$ cat config.mk
export PLATFORM = sky130hd
export DESIGN_NAME = alu_control_seq
export DESIGN_NICKNAME = d
export VERILOG_FILES = /design/src/rtl/alu_ctl_pkg.sv /design/src/rtl/alu_ctl_decode.sv /design/src/rtl/alu_control_seq.sv
export SDC_FILE = /design/constraint.sdc
export NUM_CORES = 1
export LEC_CHECK = 0
export ABC_CLOCK_PERIOD_IN_PS = 1650
export CAP_MARGIN = 20
export CORE_MARGIN = 4
export CORE_UTILIZATION = 27
export CTS_CLUSTER_SIZE = 25
export DETAILED_ROUTE_END_ITERATION = 8
export DONT_BUFFER_PORTS = 1
export PLACE_DENSITY_LB_ADDON = 0.15
export SLEW_MARGIN = 15
export SYNTH_ARGS = -nofsm -noshare
export SYNTH_HDL_FRONTEND = slang
export SYNTH_HIERARCHICAL = 1
export SYNTH_SLANG_ARGS = --single-unit
$ cat constraint.sdc
create_clock -name clk -period 1.65 [get_ports clk]
set_clock_uncertainty 0.15 [all_clocks]
set_input_delay 0.2475 -clock clk [delete_from_list [all_inputs] [get_ports clk]]
set_output_delay 0.2475 -clock clk [all_outputs]
set_load 0.05 [all_outputs]
$ cat src/rtl/alu_ctl_pkg.sv
// Shared encodings for the registered ALU control sequencer: ALUOp codes,
// ALUCtl codes, FSM states and default multi-cycle latencies.
package alu_ctl_pkg;

    localparam logic [1:0] OP_LS = 2'b00;
    localparam logic [1:0] OP_BR = 2'b01;
    localparam logic [1:0] OP_R  = 2'b10;
    localparam logic [1:0] OP_I  = 2'b11;

    localparam logic [3:0] CTL_AND = 4'b0000;
    localparam logic [3:0] CTL_OR  = 4'b0001;
    localparam logic [3:0] CTL_ADD = 4'b0010;
    localparam logic [3:0] CTL_XOR = 4'b0011;
    localparam logic [3:0] CTL_SUB = 4'b0110;
    localparam logic [3:0] CTL_MUL = 4'b1000;
    localparam logic [3:0] CTL_DIV = 4'b1001;
    localparam logic [3:0] CTL_REM = 4'b1010;
    localparam logic [3:0] CTL_ILL = 4'b1111;

    typedef enum logic [1:0] {
        ST_IDLE  = 2'b00,
        ST_HOLD  = 2'b01,
        ST_MULTI = 2'b10
    } state_t;

    localparam int DEF_MUL_CYCLES = 4;
    localparam int DEF_DIV_CYCLES = 16;

endpackage

$ cat src/rtl/alu_ctl_decode.sv
// Combinational decode of (ALUOp, FuncCode, is_muldiv) into an ALU control
// code, an illegal flag and a multi-cycle flag. Illegal decodes yield CTL_ILL.
module alu_ctl_decode
    import alu_ctl_pkg::*;
#(
    parameter int OP_W   = 2,
    parameter int FUNC_W = 4,
    parameter int CTL_W  = 4
) (
    input  logic [OP_W-1:0]   alu_op,
    input  logic [FUNC_W-1:0] func_code,
    input  logic              is_muldiv,
    output logic [CTL_W-1:0]  ctl,
    output logic              illegal,
    output logic              multi
);

    logic [FUNC_W-1:0] func_eff;

    always_comb begin
        ctl      = CTL_ADD;
        illegal  = 1'b0;
        multi    = 1'b0;
        func_eff = func_code;
        if (is_muldiv) begin
            if (alu_op != OP_R) begin
                illegal = 1'b1;
            end else begin
                case (func_code)
                    4'b0000: begin ctl = CTL_MUL; multi = 1'b1; end
                    4'b0100: begin ctl = CTL_DIV; multi = 1'b1; end
                    4'b0110: begin ctl = CTL_REM; multi = 1'b1; end
                    default: illegal = 1'b1;
                endcase
            end
        end else begin
            case (alu_op)
                OP_LS:   ctl = CTL_ADD;
                OP_BR:   ctl = CTL_SUB;
                default: begin
                    // I-type has no funct7 distinction, so the SUB bit is dropped
                    if (alu_op == OP_I) func_eff[FUNC_W-1] = 1'b0;
                    case (func_eff)
                        4'b0000: ctl = CTL_ADD;
                        4'b1000: ctl = CTL_SUB;
                        4'b0111: ctl = CTL_AND;
                        4'b0110: ctl = CTL_OR;
                        4'b0100: ctl = CTL_XOR;
                        default: illegal = 1'b1;
                    endcase
                end
            endcase
        end
        if (illegal) ctl = CTL_ILL;
    end

endmodule

$ cat src/rtl/alu_control_seq.sv
// Registered, handshaked ALU control with multi-cycle mul/div sequencing.
// Optional feature macro: ALU_CTL_ILLEGAL_TRAP_EN (illegal flag + saturating count).
module alu_control_seq
    import alu_ctl_pkg::*;
#(
    parameter int OP_W       = 2,
    parameter int FUNC_W     = 4,
    parameter int CTL_W      = 4,
    parameter int MUL_CYCLES = DEF_MUL_CYCLES,
    parameter int DIV_CYCLES = DEF_DIV_CYCLES
) (
    input  logic              clk,
    input  logic              reset,
    input  logic              in_valid,
    output logic              in_ready,
    input  logic [OP_W-1:0]   ALUOp,
    input  logic [FUNC_W-1:0] FuncCode,
    input  logic              is_muldiv,
    output logic              out_valid,
    input  logic              out_ready,
    output logic [CTL_W-1:0]  ALUCtl,
    output logic              busy
`ifdef ALU_CTL_ILLEGAL_TRAP_EN
    ,
    output logic              illegal,
    output logic [7:0]        illegal_cnt
`endif
);

    localparam int MAX_CYC = (MUL_CYCLES > DIV_CYCLES) ? MUL_CYCLES : DIV_CYCLES;
    localparam int CNT_W   = (MAX_CYC > 1) ? $clog2(MAX_CYC) : 1;
    localparam logic [CNT_W-1:0] MUL_LOAD = CNT_W'(MUL_CYCLES - 1);
    localparam logic [CNT_W-1:0] DIV_LOAD = CNT_W'(DIV_CYCLES - 1);

    state_t             state_q, state_d;
    logic [CNT_W-1:0]   cnt_q, cnt_d;
    logic [CTL_W-1:0]   ctl_q, ctl_d;
    logic [CTL_W-1:0]   pend_q, pend_d;
    logic [CTL_W-1:0]   dec_ctl, sel_ctl;
    logic               dec_illegal, dec_multi;
    logic               accept;

    alu_ctl_decode #(.OP_W(OP_W), .FUNC_W(FUNC_W), .CTL_W(CTL_W)) u_decode (
        .alu_op    (ALUOp),
        .func_code (FuncCode),
        .is_muldiv (is_muldiv),
        .ctl       (dec_ctl),
        .illegal   (dec_illegal),
        .multi     (dec_multi)
    );

`ifdef ALU_CTL_ILLEGAL_TRAP_EN
    assign sel_ctl = dec_ctl;
`else
    assign sel_ctl = dec_illegal ? CTL_W'(CTL_ADD) : dec_ctl;
`endif

    assign in_ready  = (state_q == ST_IDLE) | ((state_q == ST_HOLD) & out_ready);
    assign accept    = in_valid & in_ready;
    assign out_valid = (state_q == ST_HOLD);
    assign busy      = (state_q == ST_MULTI);
    assign ALUCtl    = ctl_q;

    // Next state; a HOLD that is drained and refilled in the same cycle stays full
    always_comb begin
        state_d = state_q;
        cnt_d   = cnt_q;
        ctl_d   = ctl_q;
        pend_d  = pend_q;
        case (state_q)
            ST_IDLE, ST_HOLD: begin
                if ((state_q == ST_HOLD) && out_ready) state_d = ST_IDLE;
                if (accept) begin
                    if (dec_multi) begin
                        state_d = ST_MULTI;
                        pend_d  = sel_ctl;
                        cnt_d   = (sel_ctl == CTL_W'(CTL_MUL)) ? MUL_LOAD : DIV_LOAD;
                    end else begin
                        state_d = ST_HOLD;
                        ctl_d   = sel_ctl;
                    end
                end
            end
            ST_MULTI: begin
                if (cnt_q == '0) begin
                    state_d = ST_HOLD;
                    ctl_d   = pend_q;
                end else begin
                    cnt_d = cnt_q - CNT_W'(1);
                end
            end
            default: state_d = ST_IDLE;
        endcase
    end

    always_ff @(posedge clk or posedge reset) begin
        if (reset) begin
            state_q <= ST_IDLE;
            cnt_q   <= '0;
            ctl_q   <= CTL_W'(CTL_ADD);
            pend_q  <= CTL_W'(CTL_ADD);
        end else begin
            state_q <= state_d;
            cnt_q   <= cnt_d;
            ctl_q   <= ctl_d;
            pend_q  <= pend_d;
        end
    end

`ifdef ALU_CTL_ILLEGAL_TRAP_EN
    // Illegal decodes never go multi-cycle, so the flag only loads on single-cycle accepts
    always_ff @(posedge clk or posedge reset) begin
        if (reset) begin
            illegal     <= 1'b0;
            illegal_cnt <= 8'd0;
        end else if (accept && !dec_multi) begin
            illegal <= dec_illegal;
            if (dec_illegal && (illegal_cnt != 8'hFF)) illegal_cnt <= illegal_cnt + 8'd1;
        end else if ((state_q == ST_MULTI) && (cnt_q == '0)) begin
            illegal <= 1'b0;
        end
    end
`endif

endmodule

==> run_results.csv <==
group,metric,value,unit
floorplan,dieWidth,64.1,µm
power_and_ir_drop,peakVddDrop,0.228,mV
synth,yosys.area.top_type,"dfrtp_1",
global_route,grt_use_total,8.72,%
layout,diodes,0,
cts,cts_buffers,3,
synth,syn_nets,99,
layout,regArea,353,µm²
synth,ys_seq_area_share,41.5,%
layout,final_layout_size_suffix_gt1_share,31.1,%
synth,synth_edf_count,0,
synth,syn-cell-area,851,µm²
layout,multi_input_area,494,µm²
timing,rsz0062_at_grt,"false",
cts,htree_levels,1,
power_and_ir_drop,switching_share,33.4,%
setup_path,crit_fanout,5,
cts,cts_tree,"done",
drt,via_per_inst,4.52,
layout,fillCellCount,311,
global_route,grt_pass1_vias,643,
floorplan,core_area,0.00303,mm²
cts,cts_max_path_buffers,2,
floorplan,start_util,28.1,%
run_status,status,"finished clean",
global_route,antenna_found_initial,0,
floorplan,die_h,64.1,µm
setup_path,crit_required,1660,ps
drt,initialDrtViolationCount,11,
synth,synthTopCellsByArea,"dfrtp_1 35%, dfstp_2 6.2%, nand2b_1 5.9%, o221a_1 5.3%, nand2_1 4.4%",
power_and_ir_drop,power.internal,0.000735,W
drt,avgRoutedWirePerCell,12.0,µm
synth,synth_cell_type_count,38,
timing,fmaxAchievable,622,MHz
floorplan,ios,18,
global_route,grt_pass1_wl,2.84,mm
run,cap_violations,0,
synth,synth_ff_type,"dfrtp_1",
drt,wl,1.76,mm
setup_path,worstSetupStartpointType,"flop",
timing,finalSetupViolCount,0,
drt,remaining_drc_errors,0,
placed_design,finalWeightedCongestion,0.768,
power_and_ir_drop,pwr-share-clk,22.0,%
power_and_ir_drop,p_sw,0.000368,W
synth,synth.top_cell.area_share,35.3,%
power_and_ir_drop,p_leak,0.450,nW
timing,finalMaxSlewViolations,0,
power_and_ir_drop,seqPwrFrac,47.7,%
setup_path,end_kind,"flop",
synth,async_flop_share,100,%
synth,synth_common_cells,"12 x dfrtp_1, 10 x nand2_1, 8 x nand2b_1",
floorplan,rows,20,
drt,drt-pass1-iter-count,4,
cts,cts-root-buf,"clkbuf_4",
synth,yosys_register_bits,14,
layout,area_growth,24.7,%
placed_design,placed_cells,140,
global_route,grt_max_degree,15,
setup_path,cp.arrival,1620,ps
layout,final_nets,116,
global_route,overflow,0,
timing,slew_headroom,64.4,%
power_and_ir_drop,combinationalPowerShare,30.4,%
cts,clk_latency,270,ps
timing,fin_crit_sh,97.4,%
drt,dr_total_vias,664,
drt,ant_nets,0,
cts,cts.sink_count,14,
timing,hold_violations,0,
hold_path,hold_class,"input pin to flop",
synth,synth_area_per_cell,9.78,µm²
synth,synth_cells,87,
floorplan,dieArea,0.00411,mm²
timing,worstMarginPinSlew,534,ps
synth,ys_warn_count,6,
power_and_ir_drop,powerDensity,1040,mW/mm²
timing,fin_hold_ws,103,ps
timing,min_period,1610,ps
placed_design,place_hpwl,1.42,mm
layout,stdcell_count,147,
setup_path,path_class,"flop to flop",
cts,cts.clk_slew.worst_paths,90,ps
placed_design,portBuffers,0,
synth,synth.most_common_cell,"dfrtp_1",
[routing by layer]
layer / routed length, µm / GRT usage (%)
met5: 0 / 0
met1: 837 / 11.3
met3: 96 / 2.64
met4: 29 / 3.96
met2: 799 / 13.3
[final cells by class]
class | instances | share of cell area [%]
repair buffers | 13 | 9.67
well taps | 44 | 5.19
inverters | 5 | 1.89
multi-input cells | 67 | 46.6
flip-flops and latches | 14 | 33.3
clock buffers | 4 | 3.42
[worst paths after layout]
kind | from | to | slack, ps | depth (start not counted)
hold reg to reg | pend_q[1]$_DFFE_PP1P_ | pend_q[1]$_DFFE_PP1P_ | 330 | 2
max in group asynchronous | reset | pend_q[1]$_DFFE_PP1P_ | 690 | 2
setup / recovery | cnt_q[1]$_DFFE_PP0P_ | ALUCtl[0]$_DFFE_PP0P_ | 40 | 5
hold / removal | in_valid | state_q[1]$_DFFE_PP0P_ | 100 | 2
setup reg to reg | cnt_q[1]$_DFFE_PP0P_ | ALUCtl[0]$_DFFE_PP0P_ | 40 | 5
min in group asynchronous | reset | ALUCtl[2]$_DFFE_PP0P_ | 300 | 2
[timing repair]
| item | CTS | global route |
|---|---|---|
| endpoints found under the hold margin | 13 | 0 |
| gates resized for setup | 0 | 5 |
| hold buffers | 2 | 0 |
| setup buffers | 0 | 1 |
| endpoints found under the setup margin | 0 | 4 |
[cells by family after synthesis]
logic type / share of synthesized area, %
AO/OA/AOI/OAI: 21.9
adder cells (fa/ha/maj): 1.47
buffers and inverters: 2.79
flip-flops: 41.5
AND/OR/NAND/NOR: 32.4
[stage by stage]
| stage | total power, W | area (µm²) | setup WS (ps) | TNS, ps | util, % |
|---|---|---|---|---|---|
| global placement | 0.000800 | 977 | -41.6 | -79.6 | 32.3 |
| global route | 0.00117 | 1060 | 1.54 | 0 | 35.0 |
| CTS | 0.00105 | 1030 | 38.6 | 0 | 34.1 |
| floorplan | 0.000716 | 852 | 5.10 | 0 | - |
| detailed placement | 0.000802 | 977 | -92.0 | -180 | 32.3 |
| finish | 0.00110 | 1060 | 42.4 | 0 | 35.0 |
[placed cells by master (no fill, tap or decap), drive strengths merged]
cell type / count
dfrtp: 12
buf: 11
nand2: 10
nand2b: 10
nor2: 5
o21ai: 5
o221a: 4
clkbuf: 4
inv: 4
nor3: 3
a211oi: 3
nor2b: 3
dfstp: 2
a2bb2oi: 2
dlygate4sd3: 2
a31oi: 2
a21oi: 2
and2b: 2
or3: 1
nor4b: 1
clkinv: 1
o21a: 1
and4bb: 1
nand4bb: 1
nand3b: 1
a311oi: 1
a21o: 1
nor4: 1
o21bai: 1
ha: 1
a21bo: 1
and4: 1
or2: 1
nand3: 1
a31o: 1
[worst max-delay path, stage by stage (launching register included)]
cell,delay [ps]
dfrtp_1,410
inv_2,80
ha_4,140
nand2b_4,60
or3_4,410
o221a_1,260
[sequential cells by signal, indices dropped and copies added, names as in the netlist]
signal / cells
state_q: 2
pend_q: 4
ALUCtl: 4
cnt_q: 4
[power groups by stage]
stage          Combinational (W)  Sequential, W  Clock [W]
2_1_floorplan           0.000198       0.000517          0
3_3_place_gp            0.000273       0.000528          0
3_5_place_dp            0.000274       0.000528          0
4_1_cts                 0.000278       0.000522   0.000247
5_1_grt                 0.000368       0.000536   0.000268
6_report                0.000335       0.000525   0.000243
(Power assumes the default switching activity.)
